[src/rtl/pipe_ctrl.sv]
`default_nettype none
// ============================================================================
// Module   : pipe_ctrl
// Brief    : Pipeline stall/flush/halt controller with per-stage valid bits.
//            Optional stall/flush statistics counters: PIPE_CTRL_STATS_EN.
// Revision : 1.0 - initial release
// ============================================================================
module pipe_ctrl #(
  parameter int NSTAGES = 5,
  parameter int REGW    = 4
) (
  input  logic               clk,
  input  logic               rst,
  input  logic [REGW-1:0]    id_rs,
  input  logic [REGW-1:0]    id_rt,
  input  logic               id_uses_rs,
  input  logic               id_uses_rt,
  input  logic               id_is_branch,
  input  logic               id_hlt,
  input  logic               branch_taken,
  input  logic [REGW-1:0]    ex_rd,
  input  logic               ex_memop,
  input  logic               ex_regwrite,
  input  logic               ex_sets_flags,
  output logic               pc_en,
  output logic               ifid_en,
  output logic               ifid_flush,
  output logic               idex_flush,
  output logic [NSTAGES-1:0] stage_valid,
  output logic               hlt,
  output logic [15:0]        stall_cnt,
  output logic [15:0]        flush_cnt
);

  typedef enum logic [1:0] {
    ST_RUN    = 2'd0,
    ST_DRAIN  = 2'd1,
    ST_HALTED = 2'd2
  } state_t;

  localparam logic [3:0] c_drain_load = 4'(NSTAGES - 2);

  state_t             r_state;
  state_t             w_state_nxt;
  logic [3:0]         r_drain_cnt;
  logic [3:0]         w_drain_nxt;
  logic [NSTAGES-1:1] r_valid;

  logic w_run;
  logic w_load_use;
  logic w_flag_use;
  logic w_stall;
  logic w_squash;
  logic w_pc_en;
  logic w_ifid_en;
  logic w_ifid_flush;
  logic w_idex_flush;

  assign w_run = (r_state == ST_RUN);

  // Register 0 is hardwired, so a load targeting it never creates a hazard.
  assign w_load_use = ex_memop & ex_regwrite & (ex_rd != '0) &
                      ((id_uses_rs & (id_rs == ex_rd)) |
                       (id_uses_rt & (id_rt == ex_rd)));
  assign w_flag_use = id_is_branch & ex_sets_flags & r_valid[2];

  always_comb begin
    w_state_nxt  = r_state;
    w_drain_nxt  = r_drain_cnt;
    w_stall      = 1'b0;
    w_squash     = 1'b0;
    w_pc_en      = 1'b1;
    w_ifid_en    = 1'b1;
    w_ifid_flush = 1'b0;
    w_idex_flush = 1'b0;
    case (r_state)
      ST_RUN: begin
        w_stall = w_load_use | w_flag_use;
        if (w_stall) begin
          w_pc_en      = 1'b0;
          w_ifid_en    = 1'b0;
          w_idex_flush = 1'b1;
        end else if (id_hlt) begin
          w_pc_en      = 1'b0;
          w_ifid_flush = 1'b1;
          w_state_nxt  = ST_DRAIN;
          w_drain_nxt  = c_drain_load;
        end else if (branch_taken) begin
          w_ifid_flush = 1'b1;
          w_squash     = 1'b1;
        end
      end
      ST_DRAIN: begin
        w_pc_en      = 1'b0;
        w_ifid_flush = 1'b1;
        w_drain_nxt  = r_drain_cnt - 4'd1;
        // Halt becomes visible in the cycle HLT sits in WB, i.e. once the
        // counter has decremented to 1.
        if (w_drain_nxt == 4'd1) begin
          w_state_nxt = ST_HALTED;
        end
      end
      ST_HALTED: begin
        w_pc_en      = 1'b0;
        w_ifid_flush = 1'b1;
      end
      default: begin
        w_state_nxt = ST_RUN;
      end
    endcase
  end

  // While reset is held the pipeline runs freely regardless of inputs.
  assign pc_en      = rst ? 1'b1 : w_pc_en;
  assign ifid_en    = rst ? 1'b1 : w_ifid_en;
  assign ifid_flush = rst ? 1'b0 : w_ifid_flush;
  assign idex_flush = rst ? 1'b0 : w_idex_flush;
  assign hlt        = (r_state == ST_HALTED);

  always_ff @(posedge clk or posedge rst) begin
    if (rst) begin
      r_state     <= ST_RUN;
      r_drain_cnt <= 4'd0;
    end else begin
      r_state     <= w_state_nxt;
      r_drain_cnt <= w_drain_nxt;
    end
  end

  // Stages 1 and 2 see the stall: ID holds, EX receives a bubble.
  always_ff @(posedge clk or posedge rst) begin
    if (rst) begin
      r_valid[1] <= 1'b0;
      r_valid[2] <= 1'b0;
    end else if (w_stall) begin
      r_valid[2] <= 1'b0;
    end else begin
      r_valid[1] <= w_run & ~w_ifid_flush;
      r_valid[2] <= r_valid[1];
    end
  end

  generate
    for (genvar k = 3; k < NSTAGES; k++) begin : g_valid_shift
      always_ff @(posedge clk or posedge rst) begin
        if (rst) begin
          r_valid[k] <= 1'b0;
        end else begin
          r_valid[k] <= r_valid[k-1];
        end
      end
    end
  endgenerate

  assign stage_valid = {r_valid, w_run};

`ifdef PIPE_CTRL_STATS_EN
  logic [15:0] r_stall_cnt;
  logic [15:0] r_flush_cnt;

  always_ff @(posedge clk or posedge rst) begin
    if (rst) begin
      r_stall_cnt <= 16'd0;
      r_flush_cnt <= 16'd0;
    end else begin
      if (w_stall && (r_stall_cnt != 16'hFFFF)) begin
        r_stall_cnt <= r_stall_cnt + 16'd1;
      end
      if (w_squash && (r_flush_cnt != 16'hFFFF)) begin
        r_flush_cnt <= r_flush_cnt + 16'd1;
      end
    end
  end

  assign stall_cnt = r_stall_cnt;
  assign flush_cnt = r_flush_cnt;
`else
  assign stall_cnt = 16'd0;
  assign flush_cnt = 16'd0;
`endif

endmodule
`default_nettype wire

[config.mk]
export PLATFORM = sky130hd
export DESIGN_NAME = pipe_ctrl
export DESIGN_NICKNAME = d
export VERILOG_FILES = /design/src/rtl/pipe_ctrl.sv
export SDC_FILE = /design/constraint.sdc
export NUM_CORES = 1
export LEC_CHECK = 0
export BUFFER_PORTS_ARGS = -buffer_cell sky130_fd_sc_hd__buf_2
export CORE_ASPECT_RATIO = 1.25
export CORE_MARGIN = 5
export CORE_UTILIZATION = 40
export CTS_CLUSTER_DIAMETER = 150
export CTS_CLUSTER_SIZE = 40
export DETAILED_ROUTE_END_ITERATION = 16
export PLACE_DENSITY = 0.79
export RECOVER_POWER = 50
export SLEW_MARGIN = 25
export SYNTH_ARGS = -nofsm -noshare
export SYNTH_HDL_FRONTEND = slang
export SYNTH_SLANG_ARGS = --single-unit
[constraint.sdc]
create_clock -name clk -period 5.8 [get_ports clk]
set_clock_uncertainty 0.2 [all_clocks]
set_input_delay 1.16 -clock clk [delete_from_list [all_inputs] [get_ports clk]]
set_output_delay 1.16 -clock clk [all_outputs]
set_load 0.03 [all_outputs]
# Yosys cells after proc, flatten, opt, wreduce, memory -nomap -nowiden
# Cells that the tools add are included.
[op_classes]
muxes = 24
reduce_logical = 6
n_eq_ne = 8
add_sub_neg = 1
bitwise = 12
[op_table]
columns = ["operator", "n"]
rows = [
  ["1-bit 2-to-1 mux", 15],
  ["1-bit AND", 8],
  ["4-bit equality test", 2],
  ["4-bit 2-to-1 mux", 2],
  ["4-bit one-hot mux with 2 select lines", 1],
  ["2-bit 2-to-1 mux", 3],
  ["2-bit inequality test, second input constant", 3],
  ["2-bit one-hot mux with 3 select lines", 1],
  ["4-bit by 1-bit equality test with 1-bit output, second input constant", 1],
  ["1-bit one-hot mux with 2 select lines", 2],
  ["4-bit AND reduction", 1],
  ["4-bit nonzero test", 1],
  ["4-bit by 1-bit subtractor with 4-bit output, second input constant", 1],
  ["3-bit AND reduction", 1],
  ["2-bit by 1-bit equality test with 1-bit output, second input constant", 1],
  ["2-bit equality test, second input constant", 1],
  ["2-bit zero test", 1],
  ["1-bit inverter", 2],
  ["1-bit OR", 2],
  ["2-bit nonzero test", 1],
  ["2-bit OR reduction", 1],
]
[word_totals]
register_bits = 10
output_inout_bits = 42

# Logic depth before layout (Yosys ltp)
# Gate-level depths: netlist (run 1).
[depth]
word_depth = 9
depth_mapped = 8
depth_no_buf = 8

# Worst setup path before layout (run 1)
# No wires, ideal clock.
[synth_path]
kind = "input to output"
start = "input port ex_rd[0]"
end = "output port ifid_flush"
arrival_time_ns = 2.767
t_required_ns = 4.440
setup_slack_ns = 1.673
path_stages = 6
path_buffers = 0
cell_sequence = "nor4_2 -> nor2_1 -> and4_1 -> nor3_1 -> a21oi_1 -> nor3_1"
[synth_via]
elab_chain_len = 8
word_cells_on_any_way = 12
cone_classes = "eq/ne (2); mux (3); bitwise (6); reduce/logical (1)"
[synth_lines]
columns = ["item", "line_no", "text"]
rows = [
  ["from (decl)", "21", "input logic [REGW-1:0] ex_rd,"],
  ["4-bit equality test (on tied branches)", "63, 64", ""],
  ["1-bit AND (on tied branches)", "63, 64", ""],
  ["1-bit OR", "63", "((id_uses_rs & (id_rs == ex_rd)) |"],
  ["1-bit AND *", "62", "assign w_load_use = ex_memop & ex_regwrite & (ex_rd != '0) &"],
  ["1-bit OR *", "78", "w_stall = w_load_use | w_flag_use;"],
  ["1-bit 2-to-1 mux *", "79", "if (w_stall) begin"],
  ["1-bit one-hot mux with 2 select lines *", "76", "case (r_state)"],
  ["1-bit 2-to-1 mux *", "116", "assign ifid_flush = rst ? 1'b0 : w_ifid_flush;"],
  ["to (decl)", "27", "output logic ifid_flush,"],
]
# Mark *: on every way between the ends. The rest lies on a longest branch, timed or not.

# Worst setup path after layout (run 1)
# Ends and elaborated chain as after synthesis.

==> results of run 1 <==
-- kinds of logic after synthesis --
logic type                 share of synthesized area, %
and+or+nand+nor                                    18.4
other                                             0.378
DFF                                                25.2
muxes                                              1.01
AOI/OAI and AO/OA                                  12.4
xor gates and xnor gates                           7.06
adders and majority gates                          7.57
buffers and inverters                              28.0
-- per-layer routing --
metal | share of wire [%] | track usage (%) | up-vias
li1 | - | - | 385
met1 | 34 | 11.7 | 361
met2 | 53 | 21.4 | 45
met3 | 11 | 2.95 | 3
met4 | 1.9 | 7.48 | 0
met5 | 0 | 0 | -
-- layout by cell type, fill, tap and decap left out, drive strengths merged --
| master | count |
|---|---|
| o21ai | 2 |
| nor3b | 1 |
| a21oi | 3 |
| and2 | 2 |
| and3 | 2 |
| conb | 32 |
| nor2 | 7 |
| nand2 | 5 |
| o21bai | 1 |
| a22oi | 1 |
| a311o | 1 |
| nand3 | 1 |
| a221o | 2 |
| or3 | 3 |
| a31oi | 2 |
| nand3b | 1 |
| and3b | 1 |
| mux2i | 1 |
| a31o | 1 |
| o41ai | 1 |
| ha | 6 |
| clkbuf | 8 |
| xnor2 | 2 |
| buf | 27 |
| nor4 | 1 |
| xor2 | 6 |
| dfrtp | 10 |
| and4 | 2 |
| nor3 | 6 |
| inv | 8 |
-- sequential cells by signal (all words and copies together), names as in the netlist --
| name | cells |
|---|---|
| r_state | 2 |
| r_drain_cnt | 4 |
| stage_valid | 4 |
-- how the worst max path moves through the flow --
stage,startpoint,endpoint,slack (ns),depth (start not counted)
global route,ex_rd[0],ifid_flush,1.52,8
detailed placement,ex_rd[0],ifid_flush,1.68,8
global placement,ex_rd[0],ifid_en,1.76,7
CTS,ex_rd[0],ifid_flush,1.66,8
finish,ex_rd[0],ifid_flush,1.69,8
floorplan,ex_rd[0],ifid_flush,1.67,6
-- worst reg2reg max path, cell delays in order (launching register included) --
cell and delay [ns]:
dfrtp_1 0.41, or3_1 0.42, or3_1 0.35, a31oi_1 0.34
a21oi_1 0.12, a31o_2 0.22
-- power groups by stage --
stage | logic, mW | clock network (mW) | registers (mW)
2_1_floorplan | 0.0529 | 0 | 0.0710
3_3_place_gp | 0.0465 | 0 | 0.0710
3_5_place_dp | 0.0473 | 0 | 0.0710
4_1_cts | 0.0474 | 0.0667 | 0.0697
5_1_grt | 0.0511 | 0.0687 | 0.0696
6_report | 0.0477 | 0.0653 | 0.0697
-- cells in the mapped netlist --
master / n / area, um2
nor2_1: 7 / 26.3
and3b_1: 1 / 8.76
a31o_2: 1 / 8.76
o21ai_2: 1 / 8.76
ha_1: 6 / 75.1
and3_1: 2 / 12.5
and4_1: 1 / 8.76
a21oi_1: 3 / 15.0
xor2_1: 6 / 52.6
buf_4: 33 / 248
and4_4: 1 / 11.3
dfrtp_1: 10 / 250
a22oi_1: 1 / 7.51
nand3b_1: 1 / 7.51
mux2i_1: 1 / 10.0
o21bai_1: 1 / 7.51
a31oi_1: 2 / 12.5
xnor2_1: 2 / 17.5
nor4_2: 1 / 12.5
or3_1: 2 / 12.5
a221o_1: 2 / 20.0
and2_1: 1 / 6.26
or3_2: 1 / 7.51
o41ai_4: 1 / 27.5
conb_1: 1 / 3.75
and2_2: 1 / 7.51
nor3b_1: 1 / 7.51
inv_1: 8 / 30.0
nor3_1: 6 / 30.0
nand2_1: 5 / 18.8
nand3_1: 1 / 5.00
o21ai_0: 1 / 5.00
a311o_1: 1 / 10.0
-- layout make-up --
cell class                 instances  area [um2]  area share (%)
clock buffer                       4        36.3            3.33
tap                               33        41.3            3.79
sequential                        10         250            23.0
multi-input combinational         93         581            53.3
inverter                           8        30.0            2.76
timing repair buffer              31         150            13.8
-- through the flow --
| stage | instances | setup slack, ns | hold WS (ns) |
|---|---|---|---|
| floorplan | 144 | 1.67 | 0.287 |
| global placement | 175 | 1.76 | 0.163 |
| detailed placement | 175 | 1.68 | 0.162 |
| CTS | 179 | 1.66 | 0.176 |
| global route | 179 | 1.52 | 0.194 |
| finish | 179 | 1.69 | 0.177 |
==> results_dict.tcl, run 1 <==
set metrics [dict create \
    cts-resized-gates 0 \
    fillers 258 \
    synth-seq-cells 10 \
    yosysSeqAreaShare_pct 25.2 \
    wirelength_um 2070 \
    combPwrFrac_pct 26.1 \
    worstPathArrival_ns 2.75 \
    path_buf_inv 2 \
    critPathMaxFanout 4 \
    power_density_nw_per_um2 168 \
    numCtsBuffers 3 \
    worstReg2RegStart "r_drain_cnt[1]" \
    critPathTopFamily "simple AND/OR/NAND/NOR gates" \
    grt_max_degree 12 \
    grtUsageTotal_pct 12.0 \
    synth_area_per_cell_um2 8.78 \
    syn_area_um2 992 \
    worst_path_max_delay_cell "nor3_1" \
    via_per_inst 4.44 \
    drtIter0Drc 16 \
    p_leak_nw 0.599 \
    layout-drive-gt1-share_pct 26.0 \
    drv_cap 0 \
    cts_tree "yes" \
    hold_depth 0 \
    gp_congestion 0.834 \
    clock_path_buffers 2 \
    slew_viol_final 0 \
    power.switching_uw 65.3 \
    finalPower_uw 183 \
    cts_num_sinks 10 \
    path_cells "buf_2 -> nor4_2 -> nor2_1 -> and4_1 -> nor3_1 -> a21oi_1 -> nor3_1 -> buf_2" \
    timing.setup.tns_ns 0 \
    hold_class "reg2reg" \
    first_pass_iters 4 \
    r2r_cells 5 \
    hold_viol 0 \
    die-area_um2 3580 \
    clock_latency_ns 0.28 \
    final_area_um2 1090 \
    path_clk_slew_ns 0.07 \
    num_rows 20 \
    place_hpwl_um 1820 \
    grt_pass1_vias 754 \
    status "completed" \
    rsz0062_at_grt "false" \
    post-route-util_pct 45.3 \
    max_stage_delay_ns 0.40 \
    yosys_warnings 0 \
    reg2reg_to "r_state[1]" \
    min_to "stage_valid[4]" \
    fmax_mhz 243 \
    fp.dieW_um 54.5 \
    synthCells 113 \
    io_buffer_count 31 \
    post_dp_cell_area_um2 1060 \
    fp.dieH_um 65.7 \
    worstPathRequired_ns 4.44 \
    antenna_cells 0 \
    setup_viol 0 \
    clock-root-buffer "clkbuf_4" \
    finalCritPeriodShare_pct 70.9 \
    final_antenna_net_count 0 \
    nets 175 \
    period_minus_slack_ns 4.11 \
    coreArea_um2 2400 \
    critPathKind "in2out" \
    post-cts-setup-buffers 0 \
    vdd_drop_max_mv 0.0803 \
    drc 0 \
    hp-start "stage_valid[3]" \
    grt_pass1_wl_um 3100 \
    reg2reg_slack_ns 3.63 \
    antenna_found_initial 0 \
    swShare_pct 35.7 \
    via_count 794 \
    pwr-share-clk_pct 35.8 \
    ys_types 33 \
    wl_per_cell_um 11.5 \
    io_pins 64 \
    power_frac_seq_pct 38.1 \
    critPathLaunchType "input port" \
    ctsHoldBuffers 0 \
    cts_max_level 1 \
    p_int_uw 117 \
    area_growth_pct 9.71 \
    grt-ovfl-total 0 \
    crit_path_end_kind "output pin" \
    initial_core_util_pct 41.3 \
]
No activity file was read; power rests on OpenSTA's default activity.
==> run 2, diff against run 1 <==
clock period = 3.9 ns   (was 5.8 ns; I/O delays follow)
==> run 2 against run 1 <==
  * Sequential power is 49% higher
  * Clock power is 45% higher
  * Hold slack better by 0.0054 ns
  * Sequential share of layout area stayed put
  * Utilization stayed put
  * Die area stayed put
  * Total power is 47% higher
  * Via count is 2.0% higher
  * First-iteration DRC count is 44% lower
  * Count of clock-buffer cells in the layout stayed put
  * Critical path type unchanged
  * Critical endpoint unchanged
  * Largest cell class unchanged
  * Highest routed layer unchanged
==> results_dict.tcl, run 2 (same netlist as run 1, synthesis figures left out) <==
set metrics [dict create \
    status "completed" \
    wirelength_um 2050 \
    power_density_nw_per_um2 247 \
    wl_per_cell_um 11.4 \
    post_dp_cell_area_um2 1060 \
    initial_core_util_pct 41.3 \
    drv_cap 0 \
    num_rows 20 \
    place_hpwl_um 1800 \
    nets 175 \
    grt_max_degree 12 \
    critPathKind "in2out" \
    cts_max_level 1 \
    fp.dieW_um 54.5 \
    grt_pass1_vias 750 \
    r2r_cells 5 \
    critPathMaxFanout 4 \
    worstPathRequired_ns 2.92 \
    final_area_um2 1090 \
    worstPathArrival_ns 2.38 \
    worstReg2RegStart "r_drain_cnt[1]" \
    fillers 254 \
    area_growth_pct 9.71 \
    grtUsageTotal_pct 11.7 \
    rsz0062_at_grt "false" \
    cts_tree "yes" \
    via_count 810 \
    fp.dieH_um 65.7 \
    via_per_inst 4.53 \
    first_pass_iters 8 \
    gp_congestion 0.834 \
    coreArea_um2 2400 \
    hold_depth 0 \
    layout-drive-gt1-share_pct 26.0 \
    cts_num_sinks 10 \
    final_common_cell "conb_1" \
    period_minus_slack_ns 3.36 \
    numCtsBuffers 3 \
    reg2reg_slack_ns 1.73 \
    fmax_mhz 297 \
    hp-start "stage_valid[3]" \
    drc 0 \
    grt-ovfl-total 0 \
    final_cell_mix "conb_1 (32), buf_2 (27), dfrtp_1 (10), inv_1 (8), nor2_1 (7)" \
    drtIter0Drc 9 \
    timing.setup.tns_ns 0 \
    hold_class "reg2reg" \
    hold_viol 0 \
    die-area_um2 3580 \
    antenna_found_initial 0 \
    grt_pass1_wl_um 3120 \
    vdd_drop_max_mv 0.117 \
    slew_viol_final 0 \
    reg2reg_to "r_state[1]" \
    clock_path_buffers 2 \
    clock_latency_ns 0.27 \
    path_clk_slew_ns 0.07 \
    min_to "stage_valid[4]" \
    finalCritPeriodShare_pct 86.3 \
    critPathLaunchType "input port" \
    setup_viol 0 \
    io_pins 64 \
    final_antenna_net_count 0 \
    p_leak_nw 0.599 \
    ctsHoldBuffers 0 \
    clock-root-buffer "clkbuf_4" \
    io_buffer_count 31 \
    post-cts-setup-buffers 0 \
    antenna_cells 0 \
    crit_path_end_kind "output pin" \
    cts-resized-gates 0 \
]
[run 2: layout make-up]
type / instances / area (um2) / share of cell area [%]
Inverter: 8 / 30.0 / 2.76
Multi-Input combinational cell: 93 / 581 / 53.3
Sequential cell: 10 / 250 / 23.0
Timing Repair Buffer: 31 / 150 / 13.8
Tap cell: 33 / 41.3 / 3.79
Clock buffer: 4 / 36.3 / 3.33
[run 2: per-stage QoR]
| step | instances | setup WS, ns | utilization, % | hold slack, ns | power [mW] |
|---|---|---|---|---|---|
| after floorplan | 144 | 0.533 | - | 0.287 | 0.184 |
| after global placement | 175 | 0.624 | 44.0 | 0.163 | 0.175 |
| after detailed placement | 175 | 0.533 | 44.0 | 0.174 | 0.176 |
| after CTS | 179 | 0.521 | 45.5 | 0.189 | 0.269 |
| after global routing | 179 | 0.363 | 45.3 | 0.206 | 0.281 |
| final | 179 | 0.536 | 45.3 | 0.183 | 0.269 |
[run 2: layer usage]
| layer | routed length (um) | track usage, % | vias to the layer above | part of all wire (%) |
|---|---|---|---|---|
| met5 | 0 | 0 | - | 0 |
| met2 | 1080 | 20.4 | 49 | 53 |
| met3 | 176 | 2.72 | 2 | 8.6 |
| met1 | 775 | 13.3 | 373 | 38 |
| met4 | 12 | 4.67 | 0 | 0.59 |
| li1 | - | - | 386 | - |
[run 2: worst max path at each step]
stage	start	to	slack (ns)	cells after the start
finish	ex_rd[0]	ifid_flush	0.54	8
global route	ex_rd[0]	ifid_flush	0.36	8
CTS	ex_rd[0]	ifid_flush	0.52	8
detailed placement	ex_rd[0]	ifid_flush	0.53	8
global placement	ex_rd[0]	ifid_en	0.62	7
floorplan	ex_rd[0]	ifid_flush	0.53	6
[run 2: critical path: stages]
cell	delay, ns
buf_2	0.13
nor4_2	0.27
nor2_1	0.08
and4_1	0.22
nor3_1	0.40
a21oi_1	0.12
nor3_1	0.15
buf_2	0.22
[run 2: where the power goes]
group	internal, mW	leakage (nW)	switching (mW)
registers	0.104	0.129	0
clock network	0.0567	0.0210	0.0380
logic	0.0141	0.449	0.0569
total	0.174	0.599	0.0948
==> run 3, diff against run 2 <==
CORE_UTILIZATION = 38   (was 40)
clock period = 2.7 ns   (was 3.9 ns; I/O delays follow)
==> run 3 against run 2 <==
  * Largest cell class unchanged
  * Combinational power grew 52%
  * Cell count rose by 3.9%
  * Critical path depth is the same
  * Sequential cell count stayed put
  * Highest routed layer unchanged
  * Critical endpoint is now idex_flush
==> results_dict.tcl, run 3 (same netlist as run 1, synthesis figures left out) <==
set metrics [dict create \
    critPathKind "in2out" \
    vdd_drop_max_mv 0.169 \
    clock_path_buffers 2 \
    ctsHoldBuffers 0 \
    wl_met3_um 204 \
    final_antenna_net_count 0 \
    wirelength_um 2170 \
    power_density_nw_per_um2 338 \
    final_common_cell "conb_1" \
    stdcell_count 186 \
    critPathLaunchType "input port" \
    wl_per_cell_um 11.6 \
    period_minus_slack_ns 2.61 \
    crit_path_end_kind "output pin" \
    gp_congestion 0.826 \
    io_buffer_count 31 \
    worstPathRequired_ns 1.96 \
    clock-root-buffer "clkbuf_4" \
    setup_viol 0 \
    dp.cells 182 \
    numCtsBuffers 3 \
    final_cell_mix "conb_1 (32), buf_2 (24), dfrtp_1 (10), inv_1 (8), buf_4 (8)" \
    status "completed" \
    fmax_mhz 384 \
    grt_max_degree 11 \
    worstReg2RegStart "r_drain_cnt[1]" \
    p_leak_nw 0.634 \
    place_hpwl_um 1880 \
    initial_core_util_pct 40.1 \
    cts_num_sinks 10 \
    cts_tree "yes" \
    antenna_found_initial 0 \
    rsz0062_at_grt "false" \
    hp-start "stage_valid[3]" \
    hold_class "reg2reg" \
    worstPathArrival_ns 1.87 \
    drtIter0Drc 8 \
    drc 0 \
    grt_pass1_vias 842 \
    post-cts-setup-buffers 0 \
    path_clk_slew_ns 0.07 \
    timing.hold.ws_ns 0.183 \
    crit_start "ex_rd[0]" \
    coreArea_um2 2480 \
    grtUsageTotal_pct 11.7 \
    wirelength_met1_um 784 \
    fp.dieH_um 67.1 \
    first_pass_iters 4 \
    via_per_inst 4.39 \
    max_slew_margin_pct 61.9 \
    final_area_um2 1170 \
    grt-ovfl-total 0 \
    fp.dieW_um 55.7 \
    cts_max_level 1 \
    clock_latency_ns 0.27 \
    slew_viol_final 0 \
    drv_cap 0 \
    grt_pass1_wl_um 3420 \
    via_count 817 \
    die-area_um2 3740 \
    nets 182 \
    hold_viol 0 \
    post_dp_cell_area_um2 1120 \
    top_layer "met4" \
    antenna_cells 0 \
    area_growth_pct 17.9 \
    io_pins 64 \
    layout-drive-gt1-share_pct 31.4 \
    critPathMaxFanout 3 \
    tightest_slew_ns 0.572 \
    num_rows 20 \
    dr_wl_met2_um 1160 \
    finalCritPeriodShare_pct 96.5 \
]
==> run 3: cell types whose count changed in the layout (fill, tap and decap cells not counted), sizes merged <==
| cell | before | now |
|---|---|---|
| buf | 27 | 33 |
| clkbuf | 8 | 9 |
==> run 3: cell type report <==
type	count	area, um2
well taps	33	41.3
fillers	269	1310
repair buffers	38	210
multi-input cells	93	602
inverters	8	30.0
clock buffers	4	36.3
flip-flops and latches	10	250
==> run 3: metal layers <==
| layer | vias to the layer above | global-route usage, % |
|---|---|---|
| li1 | 397 | - |
| met1 | 376 | 11.5 |
| met2 | 42 | 22.8 |
| met3 | 2 | 3.82 |
| met4 | 0 | 4.56 |
| met5 | - | 0 |
==> run 3: what timing repair did <==
item,4_1_cts,5_1_grt
cloned,0,0
pin swaps,0,3
hold endpoints to repair,0,0
gates resized for setup,3,5
setup endpoints to repair,3,2
==> run 3: critical path, stage by stage <==
cell     delay [ns]
buf_2          0.13
nor4_2         0.26
nor2_1         0.09
and4_4         0.18
or3_4          0.39
nand3_2        0.09
inv_1          0.04
buf_4          0.16
==> run 3: through the flow <==
step / util, % / setup WS, ns / TNS (ns) / power, mW
2_1_floorplan: - / 0.0555 / 0 / 0.267
3_3_place_gp: 45.2 / -0.0227 / -0.0401 / 0.257
3_5_place_dp: 45.2 / -0.0342 / -0.0605 / 0.258
4_1_cts: 47.0 / -0.00254 / -0.00254 / 0.398
5_1_grt: 47.2 / 0.0136 / 0 / 0.419
6_report: 47.2 / 0.0944 / 0 / 0.395
==> run 3: final timing paths <==
path | to | slack [ns] | depth (start not counted)
worst max register to register | r_state[1] | 0.53 | 5
max in group asynchronous | r_drain_cnt[2] | 1.65 | 3
worst min-delay path | stage_valid[4] | 0.18 | 0
min in group asynchronous | stage_valid[1] | 0.27 | 3
worst max-delay path | idex_flush | 0.09 | 8
worst min register to register | stage_valid[4] | 0.18 | 0
==> run 3: where the power goes <==
| group | switching, mW | internal (mW) | total, mW |
|---|---|---|---|
| clock network | 0.0562 | 0.0818 | 0.138 |
| registers | 0 | 0.150 | 0.150 |
| logic | 0.0841 | 0.0236 | 0.108 |
| total | 0.140 | 0.255 | 0.395 |
